File: src/rtl/ps2_pkg.sv
`timescale 1ns/1ps
// ps2_pkg
// Shared definitions for the PS/2 scancode receiver: frame FSM encoding,
// prefix byte values and the list of controller responses that carry no key.
package ps2_pkg;

  typedef enum logic [1:0] {
    ST_IDLE   = 2'd0,
    ST_DATA   = 2'd1,
    ST_PARITY = 2'd2,
    ST_STOP   = 2'd3
  } frame_state_e;

  localparam logic [7:0] CODE_EXT   = 8'hE0;
  localparam logic [7:0] CODE_REL   = 8'hF0;
  localparam logic [7:0] CODE_PAUSE = 8'hE1;

  // Bytes that follow E1 in the Pause make sequence.
  localparam int PAUSE_LEN = 7;

  // Controller / BAT responses that are never key codes.
  function automatic logic is_ignored(input logic [7:0] b);
    return b inside {8'h00, 8'hAA, 8'hEE, 8'hFA, 8'hFE, 8'hFF};
  endfunction

endpackage

File: src/rtl/ps2_scancode_receiver_if.sv
`timescale 1ns/1ps
// ps2_scancode_receiver_if
// Bundles the raw PS/2 lines and the decoded-code outputs.
//   ps2clk, ps2data  raw PS/2 lines (asynchronous to the system clock)
//   scan_received    one-cycle pulse, code available
//   scancode         final non-prefix byte
//   extended         E0 prefix preceded the code
//   released         F0 prefix preceded the code
//   frame_error      one-cycle pulse on parity/stop failure or timeout
// slave: the receiver; master: the keyboard side / consumer.
interface ps2_scancode_receiver_if;
  logic       ps2clk;
  logic       ps2data;
  logic       scan_received;
  logic [7:0] scancode;
  logic       extended;
  logic       released;
  logic       frame_error;

  modport slave (
    input  ps2clk, ps2data,
    output scan_received, scancode, extended, released, frame_error
  );

  modport master (
    output ps2clk, ps2data,
    input  scan_received, scancode, extended, released, frame_error
  );
endinterface

File: src/rtl/ps2_input_filter.sv
`timescale 1ns/1ps
// ps2_input_filter
// Synchronizes the raw PS/2 lines and debounces the clock line.
//   clk, rst   system clock, async active-high reset
//   ps2clk     raw PS/2 clock
//   ps2data    raw PS/2 data
//   clk_fall   one-cycle strobe when the filtered clock goes 1 -> 0
//   data_sync  synchronized data line
module ps2_input_filter #(
  parameter int FILTER_LEN = 8
) (
  input  logic clk,
  input  logic rst,
  input  logic ps2clk,
  input  logic ps2data,
  output logic clk_fall,
  output logic data_sync
);

  localparam int CW = $clog2(FILTER_LEN + 1);
  localparam logic [CW-1:0] CNT_LAST = CW'(FILTER_LEN - 1);

  logic [1:0]    clk_sync;
  logic [1:0]    data_sync_r;
  logic          level;
  logic [CW-1:0] cnt;

  // cnt counts consecutive samples that disagree with the filtered level;
  // the level flips on the FILTER_LEN-th such sample.
  always_ff @(posedge clk or posedge rst) begin
    if (rst) begin
      clk_sync    <= 2'b11;
      data_sync_r <= 2'b11;
      level       <= 1'b1;
      cnt         <= '0;
      clk_fall    <= 1'b0;
    end else begin
      clk_sync    <= {clk_sync[0], ps2clk};
      data_sync_r <= {data_sync_r[0], ps2data};
      clk_fall    <= 1'b0;
      if (clk_sync[1] == level) begin
        cnt <= '0;
      end else if (cnt == CNT_LAST) begin
        level    <= clk_sync[1];
        cnt      <= '0;
        clk_fall <= level;
      end else begin
        cnt <= cnt + CW'(1);
      end
    end
  end

  assign data_sync = data_sync_r[1];

endmodule

File: src/rtl/ps2_scancode_receiver.sv
`timescale 1ns/1ps
// ps2_scancode_receiver
// Receives PS/2 keyboard frames and folds E0/F0/E1 prefixes into one
// decoded make/break event per key.
//   clk  system clock
//   rst  async active-high reset
//   bus  ps2_scancode_receiver_if.slave (raw lines in, decoded code out)
//
// state     | meaning
// ----------+----------------------------------------------
// ST_IDLE   | waiting for a start bit (sampled 0)
// ST_DATA   | shifting in 8 data bits, LSB first
// ST_PARITY | capturing the odd-parity bit
// ST_STOP   | checking the stop bit, then decoding the byte
module ps2_scancode_receiver
  import ps2_pkg::*;
#(
  parameter int FILTER_LEN = 8,
  parameter int TIMEOUT    = 28000
) (
  input  logic                    clk,
  input  logic                    rst,
  ps2_scancode_receiver_if.slave  bus
);

  localparam int TW = $clog2(TIMEOUT + 1);
  localparam logic [TW-1:0] TO_LOAD = TW'(TIMEOUT - 1);

  logic clk_fall;
  logic data_sync;

  ps2_input_filter #(.FILTER_LEN(FILTER_LEN)) u_filter (
    .clk       (clk),
    .rst       (rst),
    .ps2clk    (bus.ps2clk),
    .ps2data   (bus.ps2data),
    .clk_fall  (clk_fall),
    .data_sync (data_sync)
  );

  frame_state_e state, state_nxt;
  logic [2:0]    bit_cnt, bit_cnt_nxt;
  logic [7:0]    shift, shift_nxt;
  logic          par_bit, par_nxt;
  logic [TW-1:0] to_cnt, to_nxt;
  logic [2:0]    pause_cnt, pause_nxt;
  logic          pend_ext, pend_ext_nxt;
  logic          pend_rel, pend_rel_nxt;
  logic [7:0]    code_q, code_nxt;
  logic          ext_q, ext_nxt;
  logic          rel_q, rel_nxt;
  logic          scan_q, scan_nxt;
  logic          ferr_q, ferr_nxt;
  logic          abort;

  always_ff @(posedge clk or posedge rst) begin
    if (rst) begin
      state     <= ST_IDLE;
      bit_cnt   <= '0;
      shift     <= '0;
      par_bit   <= 1'b0;
      to_cnt    <= '0;
      pause_cnt <= '0;
      pend_ext  <= 1'b0;
      pend_rel  <= 1'b0;
      code_q    <= '0;
      ext_q     <= 1'b0;
      rel_q     <= 1'b0;
      scan_q    <= 1'b0;
      ferr_q    <= 1'b0;
    end else begin
      state     <= state_nxt;
      bit_cnt   <= bit_cnt_nxt;
      shift     <= shift_nxt;
      par_bit   <= par_nxt;
      to_cnt    <= to_nxt;
      pause_cnt <= pause_nxt;
      pend_ext  <= pend_ext_nxt;
      pend_rel  <= pend_rel_nxt;
      code_q    <= code_nxt;
      ext_q     <= ext_nxt;
      rel_q     <= rel_nxt;
      scan_q    <= scan_nxt;
      ferr_q    <= ferr_nxt;
    end
  end

  always_comb begin
    state_nxt    = state;
    bit_cnt_nxt  = bit_cnt;
    shift_nxt    = shift;
    par_nxt      = par_bit;
    to_nxt       = to_cnt;
    pause_nxt    = pause_cnt;
    pend_ext_nxt = pend_ext;
    pend_rel_nxt = pend_rel;
    code_nxt     = code_q;
    ext_nxt      = ext_q;
    rel_nxt      = rel_q;
    scan_nxt     = 1'b0;
    ferr_nxt     = 1'b0;
    abort        = 1'b0;

    if (clk_fall) begin
      // An edge always reloads the timeout, even in the cycle it would expire.
      to_nxt = TO_LOAD;
      case (state)
        ST_IDLE: begin
          if (!data_sync) begin
            state_nxt   = ST_DATA;
            bit_cnt_nxt = '0;
          end
        end
        ST_DATA: begin
          shift_nxt   = {data_sync, shift[7:1]};
          bit_cnt_nxt = bit_cnt + 3'd1;
          if (bit_cnt == 3'd7) state_nxt = ST_PARITY;
        end
        ST_PARITY: begin
          par_nxt   = data_sync;
          state_nxt = ST_STOP;
        end
        ST_STOP: begin
          state_nxt = ST_IDLE;
          if (!data_sync || !(^{shift, par_bit})) begin
            abort = 1'b1;
          end else if (pause_cnt != 3'd0) begin
            pause_nxt = pause_cnt - 3'd1;
          end else if (shift == CODE_EXT) begin
            pend_ext_nxt = 1'b1;
          end else if (shift == CODE_REL) begin
            pend_rel_nxt = 1'b1;
          end else if (shift == CODE_PAUSE) begin
            pause_nxt = 3'(PAUSE_LEN);
          end else if (is_ignored(shift)) begin
            pend_ext_nxt = 1'b0;
            pend_rel_nxt = 1'b0;
          end else begin
            scan_nxt     = 1'b1;
            code_nxt     = shift;
            ext_nxt      = pend_ext;
            rel_nxt      = pend_rel;
            pend_ext_nxt = 1'b0;
            pend_rel_nxt = 1'b0;
          end
        end
        default: state_nxt = ST_IDLE;
      endcase
    end else if (state != ST_IDLE) begin
      if (to_cnt == '0) abort = 1'b1;
      else to_nxt = to_cnt - TW'(1);
    end else begin
      to_nxt = TO_LOAD;
    end

    if (abort) begin
      state_nxt    = ST_IDLE;
      pend_ext_nxt = 1'b0;
      pend_rel_nxt = 1'b0;
      pause_nxt    = '0;
      ferr_nxt     = 1'b1;
      to_nxt       = TO_LOAD;
    end
  end

  assign bus.scan_received = scan_q;
  assign bus.scancode      = code_q;
  assign bus.extended      = ext_q;
  assign bus.released      = rel_q;
  assign bus.frame_error   = ferr_q;

endmodule

File: src/flat_wrapper.sv
// flat-port wrapper written by rule: the top's interface ports become plain ports
module ps2_scancode_receiver_flat import ps2_pkg::*;
#(
  parameter int FILTER_LEN = 8,
  parameter int TIMEOUT    = 28000
)
  (clk, rst, bus_ps2clk, bus_ps2data, bus_scan_received, bus_scancode, bus_extended, bus_released, bus_frame_error);
  ps2_scancode_receiver_if bus_i ();
  input  logic clk;
  input  logic rst;
  input wire logic [$bits(bus_i.ps2clk)-1:0] bus_ps2clk;
  input wire logic [$bits(bus_i.ps2data)-1:0] bus_ps2data;
  output wire logic [$bits(bus_i.scan_received)-1:0] bus_scan_received;
  output wire logic [$bits(bus_i.scancode)-1:0] bus_scancode;
  output wire logic [$bits(bus_i.extended)-1:0] bus_extended;
  output wire logic [$bits(bus_i.released)-1:0] bus_released;
  output wire logic [$bits(bus_i.frame_error)-1:0] bus_frame_error;
  assign bus_i.ps2clk = bus_ps2clk;
  assign bus_i.ps2data = bus_ps2data;
  assign bus_scan_received = bus_i.scan_received;
  assign bus_scancode = bus_i.scancode;
  assign bus_extended = bus_i.extended;
  assign bus_released = bus_i.released;
  assign bus_frame_error = bus_i.frame_error;
  ps2_scancode_receiver #(.FILTER_LEN(FILTER_LEN), .TIMEOUT(TIMEOUT)) u_core (.clk(clk), .rst(rst), .bus(bus_i));
endmodule
File: config.mk
export PLATFORM = sky130hd
export DESIGN_NAME = ps2_scancode_receiver_flat
export DESIGN_NICKNAME = d
export VERILOG_FILES = /design/src/rtl/ps2_pkg.sv /design/src/rtl/ps2_scancode_receiver_if.sv /design/src/rtl/ps2_input_filter.sv /design/src/rtl/ps2_scancode_receiver.sv /design/src/flat_wrapper.sv
export SDC_FILE = /design/constraint.sdc
export NUM_CORES = 1
export LEC_CHECK = 0
export ABC_AREA = 1
export BUFFER_PORTS_ARGS = -buffer_cell sky130_fd_sc_hd__buf_2
export CAP_MARGIN = 20
export CORE_ASPECT_RATIO = 0.5
export CORE_MARGIN = 3
export CORE_UTILIZATION = 60
export CTS_CLUSTER_SIZE = 16
export DETAILED_ROUTE_END_ITERATION = 6
export HOLD_SLACK_MARGIN = 0.15
export PLACE_DENSITY_LB_ADDON = 0.2
export RECOVER_POWER = 100
export SETUP_SLACK_MARGIN = 0.3
export SLEW_MARGIN = 20
export SYNTH_ARGS = -nofsm -noshare
export SYNTH_HDL_FRONTEND = slang
export SYNTH_SLANG_ARGS = --single-unit
File: constraint.sdc
create_clock -name clk -period 2 [get_ports clk]
set_input_delay 0.2 -clock clk [delete_from_list [all_inputs] [get_ports clk]]
set_output_delay 0.2 -clock clk [all_outputs]
set_load 0.005 [all_outputs]
== Yosys cells after proc, flatten, opt, wreduce, memory -nomap -nowiden ==
Cells that the tools add are included.

* Bits of input ports: 4
* Register bits: 56
* Output and inout bits: 12
* Logic and storage cells: 130

* Muxes and demuxes: 52
* Equality and inequality tests: 26
* Bitwise operators: 7
* Reductions and logical operators: 23
* Add/sub/neg operators: 4

{| class="wikitable"
|+ Operators by type and width
! kind !! count
|-
| == test 8 bit (second input constant) || 8
|-
| 2-to-1 mux 15 bit || 4
|-
| 2-to-1 mux 1 bit || 31
|-
| 2-to-1 mux 3 bit || 9
|-
| inequality test 3 x 1 -> 1 bit (second input constant) || 6
|-
| AND reduction 6 bit || 3
|-
| zero test 15 bit || 1
|-
| subtractor 15 x 1 -> 15 bit (second input constant) || 1
|-
| parity 9 bit || 1
|-
| zero test 8 bit || 1
|-
| 2-to-1 mux 2 bit || 4
|-
| 2-to-1 mux 4 bit || 2
|-
| one-hot mux 2 bit (4 select lines) || 1
|-
| AND reduction 8 bit || 1
|-
| nonzero test 2 bit || 4
|-
| NOT 1 bit || 7
|-
| inequality test 2 x 1 -> 1 bit (second input constant) || 3
|-
| one-hot mux 3 bit (2 select lines) || 1
|-
| AND reduction 2 bit || 3
|-
| AND reduction 3 bit || 2
|-
| nonzero test 3 bit || 2
|-
| nonzero test 6 bit || 1
|-
| adder 4 x 1 -> 4 bit (second input constant) || 1
|-
| == test 2 bit (second input constant) || 2
|-
| 12 further kinds || 13
|}

== Logic depth before layout (Yosys ltp) ==
* Depth after elaboration: 10
* Depth in mapped cells: 15
* Mapped depth without buffers: 14

== Modules after synthesis ==
From an unflattened synthesis, not the netlist that was laid out.

* Cells, all modules: 337
* Area, all modules: 2832.7 um2

{| class="wikitable"
|+ Modules (own cells, without submodules)
! module !! cells each !! times used !! seq. area each (um2) !! area an instance (um2)
|-
| ps2_scancode_receiver || 303 || 1 || 1151.1 || 2466.1
|-
| ps2_input_filter || 34 || 1 || 256.5 || 366.6
|}

== Least setup slack after synthesis ==
OpenSTA, ideal clock, no wires.

* Path kind: register to register
* Start: register u_core.state[0]
* End: register u_core.pend_ext
* Path slack: 228 ps
* Required time: 1883 ps
* Cell stages (with the launch flop): 14
* Clock period less this slack: 1772 ps
* Arrival: 1655 ps
* Setup time: 117 ps
* Path buffers: 1
* Cells stage by stage: dfrtp_1 > inv_1 > ha_1 > inv_1 > nand4_1 > nor3_2 > nand2_1 > nand2_1 > nand2_2 > buf_6 > o21ai_2 > nand2_1 > nand2_1 > nand2_1

* Longest elaborated chain between the ends: 5
* Elaborated cells between the ends (all ways): 13
* Those cells by class: eq/ne: 5; mux: 4; reduce/logical: 4

{| class="wikitable"
|+ RTL lines
! what !! line !! source
|-
| start, declared || ps2_scancode_receiver.sv:41 || <nowiki>frame_state_e state, state_nxt;</nowiki>
|-
| start signal, assigned || ps2_scancode_receiver.sv:72 || <nowiki>state <= state_nxt;</nowiki>
|-
| == test 2 bit / nonzero test 2 bit (equally long branches) || ps2_scancode_receiver.sv:107, ps2_scancode_receiver.sv:149 ||
|-
| 2-to-1 mux 1 bit, on equally long branches || ps2_scancode_receiver.sv:107, ps2_scancode_receiver.sv:149 ||
|-
| 2-to-1 mux 1 bit || ps2_scancode_receiver.sv:104 || <nowiki>if (clk_fall) begin</nowiki>
|-
| inequality test 3 x 1 -> 1 bit (no line), or another cell as far along || n/a ||
|-
| AND reduction 6 bit (no line) || n/a ||
|-
| end signal, assigned || ps2_scancode_receiver.sv:78 || <nowiki>pend_ext <= pend_ext_nxt;</nowiki>
|-
| end, declared || ps2_scancode_receiver.sv:47 || <nowiki>logic pend_ext, pend_ext_nxt;</nowiki>
|}

Parallel ways exist; a longest one is shown, timed or not.
A chain may end at the register's enable or synchronous reset.

== Worst setup path in the final report ==
* Start: register u_core.to_cnt[8]
* End: register u_core.pause_cnt[1]

* Longest elaborated chain between the ends: 6
* Elaborated cells between the ends (all ways): 12
* Those cells by class: eq/ne: 3; mux: 4; reduce/logical: 5

{| class="wikitable"
|+ RTL lines
! what !! line !! source
|-
| start, declared || ps2_scancode_receiver.sv:45 || <nowiki>logic [TW-1:0] to_cnt, to_nxt;</nowiki>
|-
| start signal, assigned || ps2_scancode_receiver.sv:76 || <nowiki>to_cnt <= to_nxt;</nowiki>
|-
| zero test 15 bit (*) || ps2_scancode_receiver.sv:150 || <nowiki>if (to_cnt == '0) abort = 1'b1;</nowiki>
|-
| 2-to-1 mux 1 bit (*) || ps2_scancode_receiver.sv:150 ||
|-
| 2-to-1 mux 1 bit (*) || ps2_scancode_receiver.sv:149 || <nowiki>end else if (state != ST_IDLE) begin</nowiki>
|-
| 2-to-1 mux 1 bit (*) || ps2_scancode_receiver.sv:104 ||
|-
| inequality test 3 x 1 -> 1 bit (no line), or another cell as far along || n/a ||
|-
| AND reduction 6 bit (no line) || n/a ||
|-
| end signal, assigned || ps2_scancode_receiver.sv:77 || <nowiki>pause_cnt <= pause_nxt;</nowiki>
|-
| end, declared || ps2_scancode_receiver.sv:46 || <nowiki>logic [2:0] pause_cnt, pause_nxt;</nowiki>
|}

Every way passes the cells marked *; elsewhere a longest branch is shown, timed or not.

==> impl_metrics.yaml <==
layout:
  stdcell_count: 460
  final_cell_area_um2: 3581
  syn2layout_area_growth_pct: 26.47
  num_antenna_cells: 0
  nNetsFinal: 420
  drive_above_1_share_pct: 28.33
cts:
  cts_tree: "built"
  clock_path_buffers: 2
  cts.sinks: 56
  h-tree-depth: 2
  insertion_delay_ps: 320
  clk_pin_slew_ps: 90
  cts_root_buf: "clkbuf_8"
  cts_buffers: 5
global_route:
  grt_max_degree: 57
  grt-ovfl-total: 0
  antenna_found_initial: 0
  grt_pass1_vias: 2469
  grt_pass1_wl_mm: 10.63
  grt_usage_pct: 25.23
worst_setup_path:
  r2r_cells: 10
  cp-start-kind: "register"
  worstPathMaxFanout: 6
  cp.required_ps: 2190
  cp-startpoint: "u_core.to_cnt[8]$_DFFE_PP0P_"
  reg2reg_to: "u_core.pause_cnt[1]$_DFFE_PP0P_"
  cpPeakStageDelay_ps: 400
  r2r_start: "u_core.to_cnt[8]$_DFFE_PP0P_"
  path_depth: 10
  crit_buf_inv: 1
  reg2reg_slack_ps: 30
  crit_path_top_delay_cell: "dfrtp_1"
  end_kind: "register"
  crit_top_cell: "nand2_1"
  cp.arrival_ps: 2160
  path_cells: "or2_1, nor2_1, nand2_1, nor3_2, nand2_2, nand2_4, nand2_8, buf_4, nand2_1, o21ai_0"
  critical_path_class: "register to register"
  endpoint: "u_core.pause_cnt[1]$_DFFE_PP0P_"
  cp_top_family: "simple AND/OR/NAND/NOR gates"
detailed_routing:
  ant_nets: 0
  via_per_inst: 5.872
  dr_total_vias: 2701
  first_pass_iters: 5
  avgRoutedWirePerCell_um: 16.68
  drt_iter0_markers: 217
  wl_mm: 7.672
  drcViolationCount: 0
logic_synthesis:
  synth_cells: 347
  syn_area_um2: 2831
  ys.flop_type: "dfrtp_1"
  synth.most_common_cell: "nand2_1"
  synthMuxAreaShare_pct: 0
  yosys.area_share.xor_xnor_pct: 2.165
  synth_fa_ha_area_share_pct: 4.861
  syn_avg_cell_area_um2: 8.160
  synth_top_family_by_area: "simple AND/OR/NAND/NOR gates"
  synth_compound_area_share_pct: 8.573
  syn_nets: 362
  synth_cell_types: 31
  synth_top_area_cell: "dfrtp_1"
  synth_top_area_share_pct: 45.07
  yosys.area_share.simple_pct: 27.44
  synth_edf_count: 0
  async_flop_share_pct: 100.0
  ys_ff_latch: 56
  ys_warn_count: 0
  yosys-top-cells-count: "nand2_1 (100), dfrtp_1 (51), inv_1 (43), nor2_1 (32), o21ai_0 (28)"
  yosysSeqAreaShare_pct: 49.71
  synth_area_leaders: "dfrtp_1 (45%), nand2_1 (13%), inv_1 (5.7%)"
outcome:
  outcome: "finished, final reports clean"
placement:
  place_area_um2: 3004
  port_buffers: 15
  hpwl_mm: 4.036
  placedCellCount: 416
  globalplace.congestion: 0.9047
sta:
  relSlewSlack_pct: 18.66
  setup_violations: 0
  tns_ps: 0
  grt_setup_unrepaired: "true"
  timing_hold_violations_final: 0
  fin_crit_sh_pct: 98.34
  hold_ws_ps: 360.4
  fmax_ghz: 0.5084
  drv_slew: 0
  tightest_slew_ps: 1220
  skew_ps: 10.11
  period_needed_ps: 1967
floorplanning:
  core_area_um2: 4204
  rows: 16
  dieHeight_um: 54.58
  fp.dieW_um: 103.2
  start_util_pct: 67.35
  die-area_um2: 5629
  pin_count: 16
power_and_ir_drop:
  p_leak_uw: 0.001765
  vdd_drop_max_mv: 0.5008
  powerDensity_nw_per_um2: 551.9
worst_hold_path:
  hold_start: "u_core.u_filter.data_sync_r[0]$_DFF_PP1_"
  hp-class: "register to register"
  holdPathStages: 0
job:
  drv_cap: 0
[through the flow]
step                      util [%]  worst slack, ps  total power (uW)
after floorplan                  -            310.7              1293
after global routing         85.18           -103.4              2041
after detailed placement     71.46           -90.70              1329
after CTS                    80.95            211.9              1970
after global placement       71.46           -8.053              1318
final                        85.18            33.20              1976
[placed cells by master, fill, tap and decap left out, types with 6 or more instances in the layout]
master,instances
nand2_2,6
nor2_2,7
nand2_1,92
ha_1,10
buf_6,6
o21ai_0,15
nand4_1,6
inv_2,6
clkbuf_1,12
dfrtp_2,6
inv_1,38
buf_4,28
nor2_1,23
o21ai_2,14
clkbuf_8,6
dfrtp_1,45
nand3_1,19
[cell families after synthesis]
group | count (synthesis)
flops | 56
xor+xnor | 7
compound gates | 44
fa+ha+maj | 11
buf+inv | 52
simple gates | 177
[area by class of cell]
cell class,instances,area (um^2)
Timing Repair inverter,1,7.507
Sequential cell,56,1415
Multi-Input combinational cell,241,1443
Inverter,46,177.7
Tap cell,54,67.56
Timing Repair Buffer,54,377.9
Clock buffer,6,82.58
Fill cell,220,623.1
Clock inverter,2,10.01
[metal layers]
metal | GRT usage [%] | vias up | wire length [um]
li1 | - | 1226 | -
met3 | 6.107 | 54 | 511
met1 | 28.20 | 1273 | 3017
met4 | 12.90 | 0 | 353
met5 | 0 | - | 0
met2 | 46.18 | 148 | 3790
[state kept, by name, indices dropped and copies added (netlist names)]
signal,count
u_core.u_filter.data_sync_r,2
u_core.u_filter.clk_sync,2
u_core.bus.extended,1
u_core.pause_cnt,3
u_core.bus.released,1
u_core.par_bit,1
u_core.shift,8
u_core.u_filter.level,1
u_core.bit_cnt,3
u_core.pend_rel,1
u_core.to_cnt,15
u_core.pend_ext,1
u_core.u_filter.cnt,4
u_core.state,2
u_core.bus.frame_error,1
u_core.u_filter.clk_fall,1
u_core.bus.scan_received,1
u_core.bus.scancode,8
[what timing repair did]
action	in CTS	in global routing
hold buffers	3	0
endpoints found under the hold margin	53	0
gates cloned	3	1
endpoints found under the setup margin	34	34
pin swaps	16	18
setup buffers	20	9
gates resized for setup	40	43
[worst min path at each step]
stage | slack (ps) | to
2_1_floorplan | 200 | u_core.u_filter.clk_sync[0]$_DFF_PP1_
3_3_place_gp | 270 | u_core.to_cnt[1]$_DFFE_PP0P_
3_5_place_dp | 280 | u_core.to_cnt[2]$_DFFE_PP0P_
4_1_cts | 360 | u_core.u_filter.data_sync_r[1]$_DFF_PP1_
5_1_grt | 370 | u_core.u_filter.data_sync_r[1]$_DFF_PP1_
6_report | 360 | u_core.u_filter.data_sync_r[1]$_DFF_PP1_
[worst register-to-register path, delay by kind of cell, from the launching register on]
kind | cells | cell delay, ps
AND/OR/NAND/NOR | 8 | 1210
AO/OA/AOI/OAI | 1 | 90
flip-flops | 1 | 400
buffers and inverters | 1 | 160
[where the power goes]
group          switching (uW)  leakage, uW  internal (uW)
Clock                     372    0.0000510            277
Combinational            80.6      0.00102           41.6
Sequential               31.1     0.000695           1170
(Power assumes the default switching activity.)
